===== src/rtl/riscv_rf_writeback_arbiter_pkg.sv =====
`default_nettype none
// ============================================================================
// Module   : riscv_wb_pkg
// Purpose  : Shared constants, types and helpers for the register-file
//            write-back arbiter.
// Revision : 1.0 - initial release
// ============================================================================
package riscv_wb_pkg;

    // Canonical producer port assignment
    localparam int unsigned SRC_ALU  = 0;
    localparam int unsigned SRC_MULT = 1;
    localparam int unsigned SRC_LSU  = 2;
    localparam int unsigned SRC_FPU  = 3;

    // Default write-back geometry
    localparam int unsigned WB_ADDR_W = 5;
    localparam int unsigned WB_DATA_W = 32;

    // One producer write request
    typedef struct packed {
        logic [WB_ADDR_W-1:0] addr;
        logic [WB_DATA_W-1:0] data;
    } wb_req_t;

    // Rotating-pointer successor: idx + 1 wrapped to the source count
    function automatic int unsigned rr_next(input int unsigned idx,
                                            input int unsigned num_src);
        return (idx + 1 >= num_src) ? 0 : idx + 1;
    endfunction

endpackage
`default_nettype wire


===== src/rtl/riscv_rf_writeback_arbiter_rr_pick.sv =====
`default_nettype none
// ============================================================================
// Module   : riscv_wb_rr_pick
// Purpose  : Combinational two-grant rotating picker. Scans producers from the
//            round-robin pointer, gives port A to the first non-x0 request and
//            port B to the next one whose address differs from port A. x0
//            requests are acknowledged without using a port.
// Revision : 1.0 - initial release
// ============================================================================
module riscv_wb_rr_pick
    import riscv_wb_pkg::*;
#(
    parameter int unsigned NUM_SRC    = 4,
    parameter int unsigned ADDR_WIDTH = 5,
    parameter int unsigned PTR_W      = 2
) (
    input  logic [NUM_SRC-1:0]                 valid,
    input  logic [NUM_SRC-1:0][ADDR_WIDTH-1:0] addr,
    input  logic [PTR_W-1:0]                   rr,
    output logic [NUM_SRC-1:0]                 ready,
    output logic                               gnt_a,
    output logic                               gnt_b,
    output logic [PTR_W-1:0]                   sel_a,
    output logic [PTR_W-1:0]                   sel_b,
    output logic [PTR_W-1:0]                   rr_nxt
);

    int               w_pos;
    logic [PTR_W-1:0] w_idx;

    // Rotating scan; pointer advances past the last port grant only
    always_comb begin
        ready  = '0;
        gnt_a  = 1'b0;
        gnt_b  = 1'b0;
        sel_a  = '0;
        sel_b  = '0;
        rr_nxt = rr;
        w_pos  = 0;
        w_idx  = '0;
        for (int k = 0; k < int'(NUM_SRC); k++) begin
            w_pos = int'(rr) + k;
            if (w_pos >= int'(NUM_SRC)) begin
                w_pos = w_pos - int'(NUM_SRC);
            end
            w_idx = PTR_W'(w_pos);
            if (valid[w_idx]) begin
                if (addr[w_idx] == '0) begin
                    ready[w_idx] = 1'b1;
                end else if (!gnt_a) begin
                    gnt_a        = 1'b1;
                    sel_a        = w_idx;
                    ready[w_idx] = 1'b1;
                    rr_nxt       = PTR_W'(rr_next(unsigned'(w_pos), NUM_SRC));
                end else if (!gnt_b && (addr[w_idx] != addr[sel_a])) begin
                    gnt_b        = 1'b1;
                    sel_b        = w_idx;
                    ready[w_idx] = 1'b1;
                    rr_nxt       = PTR_W'(rr_next(unsigned'(w_pos), NUM_SRC));
                end
            end
        end
    end

endmodule
`default_nettype wire


===== src/rtl/riscv_rf_writeback_arbiter.sv =====
`default_nettype none
// ============================================================================
// Module   : riscv_rf_writeback_arbiter
// Purpose  : Write-side master for the latch-based register file. Accepts up
//            to two producer writes per cycle, drives both RF write ports from
//            flops and tracks pending writes per register for decode.
// Revision : 1.0 - initial release
// ============================================================================
module riscv_rf_writeback_arbiter
    import riscv_wb_pkg::*;
#(
    parameter int unsigned ADDR_WIDTH = 5,
    parameter int unsigned DATA_WIDTH = 32,
    parameter int unsigned NUM_SRC    = 4
) (
    input  logic                               clk,
    input  logic                               rst_n,
    input  logic [NUM_SRC-1:0]                 src_valid_i,
    input  logic [NUM_SRC-1:0][ADDR_WIDTH-1:0] src_addr_i,
    input  logic [NUM_SRC-1:0][DATA_WIDTH-1:0] src_data_i,
    output logic [NUM_SRC-1:0]                 src_ready_o,
    input  logic                               reserve_valid_i,
    input  logic [ADDR_WIDTH-1:0]              reserve_addr_i,
    output logic [(2**ADDR_WIDTH)-1:0]         busy_o,
    output logic                               we_a_o,
    output logic [ADDR_WIDTH-1:0]              waddr_a_o,
    output logic [DATA_WIDTH-1:0]              wdata_a_o,
    output logic                               we_b_o,
    output logic [ADDR_WIDTH-1:0]              waddr_b_o,
    output logic [DATA_WIDTH-1:0]              wdata_b_o
);

    localparam int unsigned PTR_W   = $clog2(NUM_SRC);
    localparam int unsigned NUM_REG = 2**ADDR_WIDTH;

    logic [PTR_W-1:0]      r_rr;
    logic [PTR_W-1:0]      w_rr_nxt;
    logic                  w_gnt_a;
    logic                  w_gnt_b;
    logic [PTR_W-1:0]      w_sel_a;
    logic [PTR_W-1:0]      w_sel_b;
    logic [NUM_SRC-1:0]    w_ready;

    logic                  r_we_a;
    logic [ADDR_WIDTH-1:0] r_waddr_a;
    logic [DATA_WIDTH-1:0] r_wdata_a;
    logic                  r_we_b;
    logic [ADDR_WIDTH-1:0] r_waddr_b;
    logic [DATA_WIDTH-1:0] r_wdata_b;
    logic [NUM_REG-1:0]    r_busy;
    logic [NUM_REG-1:0]    w_busy_nxt;

    riscv_wb_rr_pick #(
        .NUM_SRC    (NUM_SRC),
        .ADDR_WIDTH (ADDR_WIDTH),
        .PTR_W      (PTR_W)
    ) u_pick (
        .valid  (src_valid_i),
        .addr   (src_addr_i),
        .rr     (r_rr),
        .ready  (w_ready),
        .gnt_a  (w_gnt_a),
        .gnt_b  (w_gnt_b),
        .sel_a  (w_sel_a),
        .sel_b  (w_sel_b),
        .rr_nxt (w_rr_nxt)
    );

    // Pending-write bitmap: granted writes clear, reservations set (set wins)
    always_comb begin
        w_busy_nxt = r_busy;
        if (w_gnt_a) begin
            w_busy_nxt[src_addr_i[w_sel_a]] = 1'b0;
        end
        if (w_gnt_b) begin
            w_busy_nxt[src_addr_i[w_sel_b]] = 1'b0;
        end
        if (reserve_valid_i) begin
            w_busy_nxt[reserve_addr_i] = 1'b1;
        end
        w_busy_nxt[0] = 1'b0;
    end

    // Round-robin pointer and scoreboard state
    always_ff @(posedge clk or negedge rst_n) begin
        if (!rst_n) begin
            r_rr   <= '0;
            r_busy <= '0;
        end else begin
            r_rr   <= w_rr_nxt;
            r_busy <= w_busy_nxt;
        end
    end

    // Registered RF write ports; address/data hold when no grant
    always_ff @(posedge clk or negedge rst_n) begin
        if (!rst_n) begin
            r_we_a    <= 1'b0;
            r_waddr_a <= '0;
            r_wdata_a <= '0;
            r_we_b    <= 1'b0;
            r_waddr_b <= '0;
            r_wdata_b <= '0;
        end else begin
            r_we_a <= w_gnt_a;
            r_we_b <= w_gnt_b;
            if (w_gnt_a) begin
                r_waddr_a <= src_addr_i[w_sel_a];
                r_wdata_a <= src_data_i[w_sel_a];
            end
            if (w_gnt_b) begin
                r_waddr_b <= src_addr_i[w_sel_b];
                r_wdata_b <= src_data_i[w_sel_b];
            end
        end
    end

    assign src_ready_o = w_ready;
    assign busy_o      = r_busy;
    assign we_a_o      = r_we_a;
    assign waddr_a_o   = r_waddr_a;
    assign wdata_a_o   = r_wdata_a;
    assign we_b_o      = r_we_b;
    assign waddr_b_o   = r_waddr_b;
    assign wdata_b_o   = r_wdata_b;

endmodule
`default_nettype wire


===== config.mk =====
export PLATFORM = sky130hd
export DESIGN_NAME = riscv_rf_writeback_arbiter
export DESIGN_NICKNAME = d
export VERILOG_FILES = /design/src/rtl/riscv_rf_writeback_arbiter_pkg.sv /design/src/rtl/riscv_rf_writeback_arbiter_rr_pick.sv /design/src/rtl/riscv_rf_writeback_arbiter.sv
export SDC_FILE = /design/constraint.sdc
export NUM_CORES = 1
export LEC_CHECK = 0
export CORE_MARGIN = 8
export CORE_UTILIZATION = 45
export DETAILED_ROUTE_END_ITERATION = 10
export MAX_ROUTING_LAYER = met4
export PLACE_DENSITY = 0.77
export SLEW_MARGIN = 0
export SYNTH_ARGS = -nofsm -noshare
export SYNTH_HDL_FRONTEND = slang
export SYNTH_SLANG_ARGS = --single-unit

===== constraint.sdc =====
create_clock -name clk -period 6.2 [get_ports clk]
set_input_delay 0.93 -clock clk [delete_from_list [all_inputs] [get_ports clk]]
set_output_delay 0.93 -clock clk [all_outputs]
set_load 0.005 [all_outputs]

==> out/qor.csv <==
metric;value;unit
die area;25800;um2
Synth Instances;1191;
FMAX;0.165;GHz
CP Data Required Time;5.27;ns
overall power;10.3;mW
Pre-antenna DRT Iters;5;
yosys warns;0;
Synth async-reset ratio;1.00;
Hold WC Path Type;reg -> reg;
clk_lat worst skew;0.36;ns
vias in the first global route;10400;
layer with the highest usage;met2;
Mapped Nets;1355;
CTS clk-pin slew, worst paths;0.07;ns
final core occ;0.646;
final hold vios;0;
Placer Congestion;0.961;
Max Cap Viol;0;
Clock Path Buffers;2;
total global routing track utilization;0.287;
power density over cell area;763;nW/um2
actual slew at the worst max-slew pin;1.21;ns
largest stage delay on the critical path;0.59;ns
Post-DRT Antenna Nets;0;
Clock Sinks;109;
clk root buf;clkbuf_16;
crit end category;primary output;
Setup Total Neg Slack;0;ns
Max FO, Critical Path;6;
DPL Wire Length;27900;um
die height;161;um
leakage;5.75;nW
via count;10500;
DRC;0;
CP startpoint kind;input pin;
Min Hold Slack;0.479;ns
# H-tree levels;3;
CTS buffer count;9;
most frequent cells in the layout;266 x nand2_1, 261 x clkdlybuf4s50_1, 120 x o21ai_0;
Final Max Tran Viols;0;
drt initial violations;1084;
CTS tree;yes;
most frequent CP cell;o21ai_4;
critical path class;in -> out;
slew margin rel.;0.189;
Final Skew;0.00681;ns
fin nets;1655;
GR Layer Usage met2;0.468;
fin crit period;6.07;ns
gr ovfl total;0;
Port Buf Inserts;270;
Setup violations, final;0;
worst-path cell chain;clkdlybuf4s50_1 > mux4_2 > or4_4 > o21ai_4 > nand3_2 > mux2i_2 > buf_4 > o311a_1 > or3_1 > a222oi_1 > and3_1 > or3_4 > nand2_1 > o21ai_4 > o21ai_1 > dlygate4sd2_1;
diodes inserted;0;
CP arrival;5.14;ns
grt met3 use;0.0399;
Mean Syn Cell Area;7.92;um2
area grow syn2layout;42.7;%
I/O pin count;272;
post-synthesis cell area;9430;um2
library cells used by synthesis;75;
Yosys reg bits;109;
CP delay by family, top;simple AND/OR/NAND/NOR gates;
Via density;5.94;
most common cell after layout, fill and taps aside;nand2_1;
first-pass GRT wire length;58400;um
largest net degree at the start of global routing;71;
Die X;161;um
layout cells sized above 1;0.171;
number of synthesized flops with an enable pin;0;
Final Cell Area;13500;um2
slowest stage cell, crit path;or4_4;
initial antenna violation count;0;
met1 GRT Util;0.349;
Routed wire per std cell;20.9;um
Core Region;20800;um2
Final Cycle Share;0.978;
CP Buf/Inv Count;3;
status;finished, final reports clean;
WL final;37000;um
ys flop type;dfrtp_1;
Initial Utilization;0.453;
Max VDD drop;0.565;mV
Seq/Total Area, Yosys;0.289;
num rows;53;
Placed Area;13000;um2
state kept, by name (all words and copies together), names as in the netlist:
register   count
we_b_o         1
wdata_a_o     32
r_rr           2
we_a_o         1
busy_o        31
wdata_b_o     32
waddr_b_o      5
waddr_a_o      5
metrics by stage:
stage,std cells,worst slack (ns)
after global routing,1771,-0.0355
after global placement,1746,-0.194
after floorplan,1191,0.0117
final,1771,0.134
after detailed placement,1746,-0.286
after CTS,1766,0.00924
what timing repair did:
action                     in CTS  in global routing
setup endpoints to repair       4                 29
setup buffers                   4                  5
hold buffers                    0                  0
pin swaps                       6                  5
gates resized for setup        14                 22
hold endpoints to repair        0                  0
cells by family (layout without fill, tap and decap cells):
kind of cell	Yosys count	in the layout	share of synthesized area
xor+xnor	18	18	0.0167
mux	152	152	0.201
other cells	1	1	0.000398
buf+inv	120	425	0.0536
compound gates	313	313	0.211
simple gates	474	474	0.223
flops	109	109	0.289
fa+ha+maj	4	4	0.00531
worst min-delay path: stages (launching register included):
cell and delay (ns):
dfrtp_1 0.34, nand2_1 0.05, o21ai_0 0.06
final cells by class:
cell class                 instances  area (um2)
fill                            1850        7370
multi-input combinational        962        6360
timing repair buffer             386        3630
sequential                       109        2730
tap                              275         344
clock buffer                       9         225
inverter                          23        86.3
clock inverter                     7        80.1
synthesized netlist by cell type, drive strengths merged (6+ instances only):
master | number | area share
inv | 23 | 0.0092
nor2b | 6 | 0.0040
mux4 | 25 | 0.060
clkbuf | 74 | 0.029
nor3 | 23 | 0.015
and2 | 11 | 0.0073
nor2 | 60 | 0.024
o211ai | 7 | 0.0056
nand3 | 58 | 0.031
a21oi | 51 | 0.028
mux2 | 42 | 0.050
nand2 | 268 | 0.11
a31oi | 33 | 0.026
dfrtp | 109 | 0.29
a22oi | 8 | 0.0064
o21a | 19 | 0.015
o21ai | 129 | 0.070
a211oi | 10 | 0.0090
nand3b | 6 | 0.0048
mux2i | 85 | 0.091
buf | 23 | 0.015
xnor2 | 13 | 0.012
nand2b | 6 | 0.0040
and3 | 10 | 0.0066
where the power goes:
part	switching (mW)	internal (mW)
logic	4.69	3.66
clock network	0.289	0.320
registers	0.184	1.12
worst paths after layout:
kind / startpoint / to / slack (ns) / cells after the start
worst min-delay path: wdata_a_o[4] / wdata_a_o[4] / 0.48 / 2
min in group asynchronous: rst_n / we_b_o / 0.54 / 1
worst min register to register: wdata_a_o[4] / wdata_a_o[4] / 0.48 / 2
max in group asynchronous: rst_n / r_rr[0] / 4.23 / 2
worst max-delay path: src_addr_i[13] / src_ready_o[3] / 0.13 / 16
worst max register to register: r_rr[0] / busy_o[30] / 0.38 / 19
metal layers:
metal | vias to the layer above | share of wire
met3 | 109 | 0.074
met2 | 516 | 0.49
li1 | 4891 | -
met1 | 5006 | 0.40
met4 | 0 | 0.039
met5 | - | 0
Power figures use the tool's default switching activity.
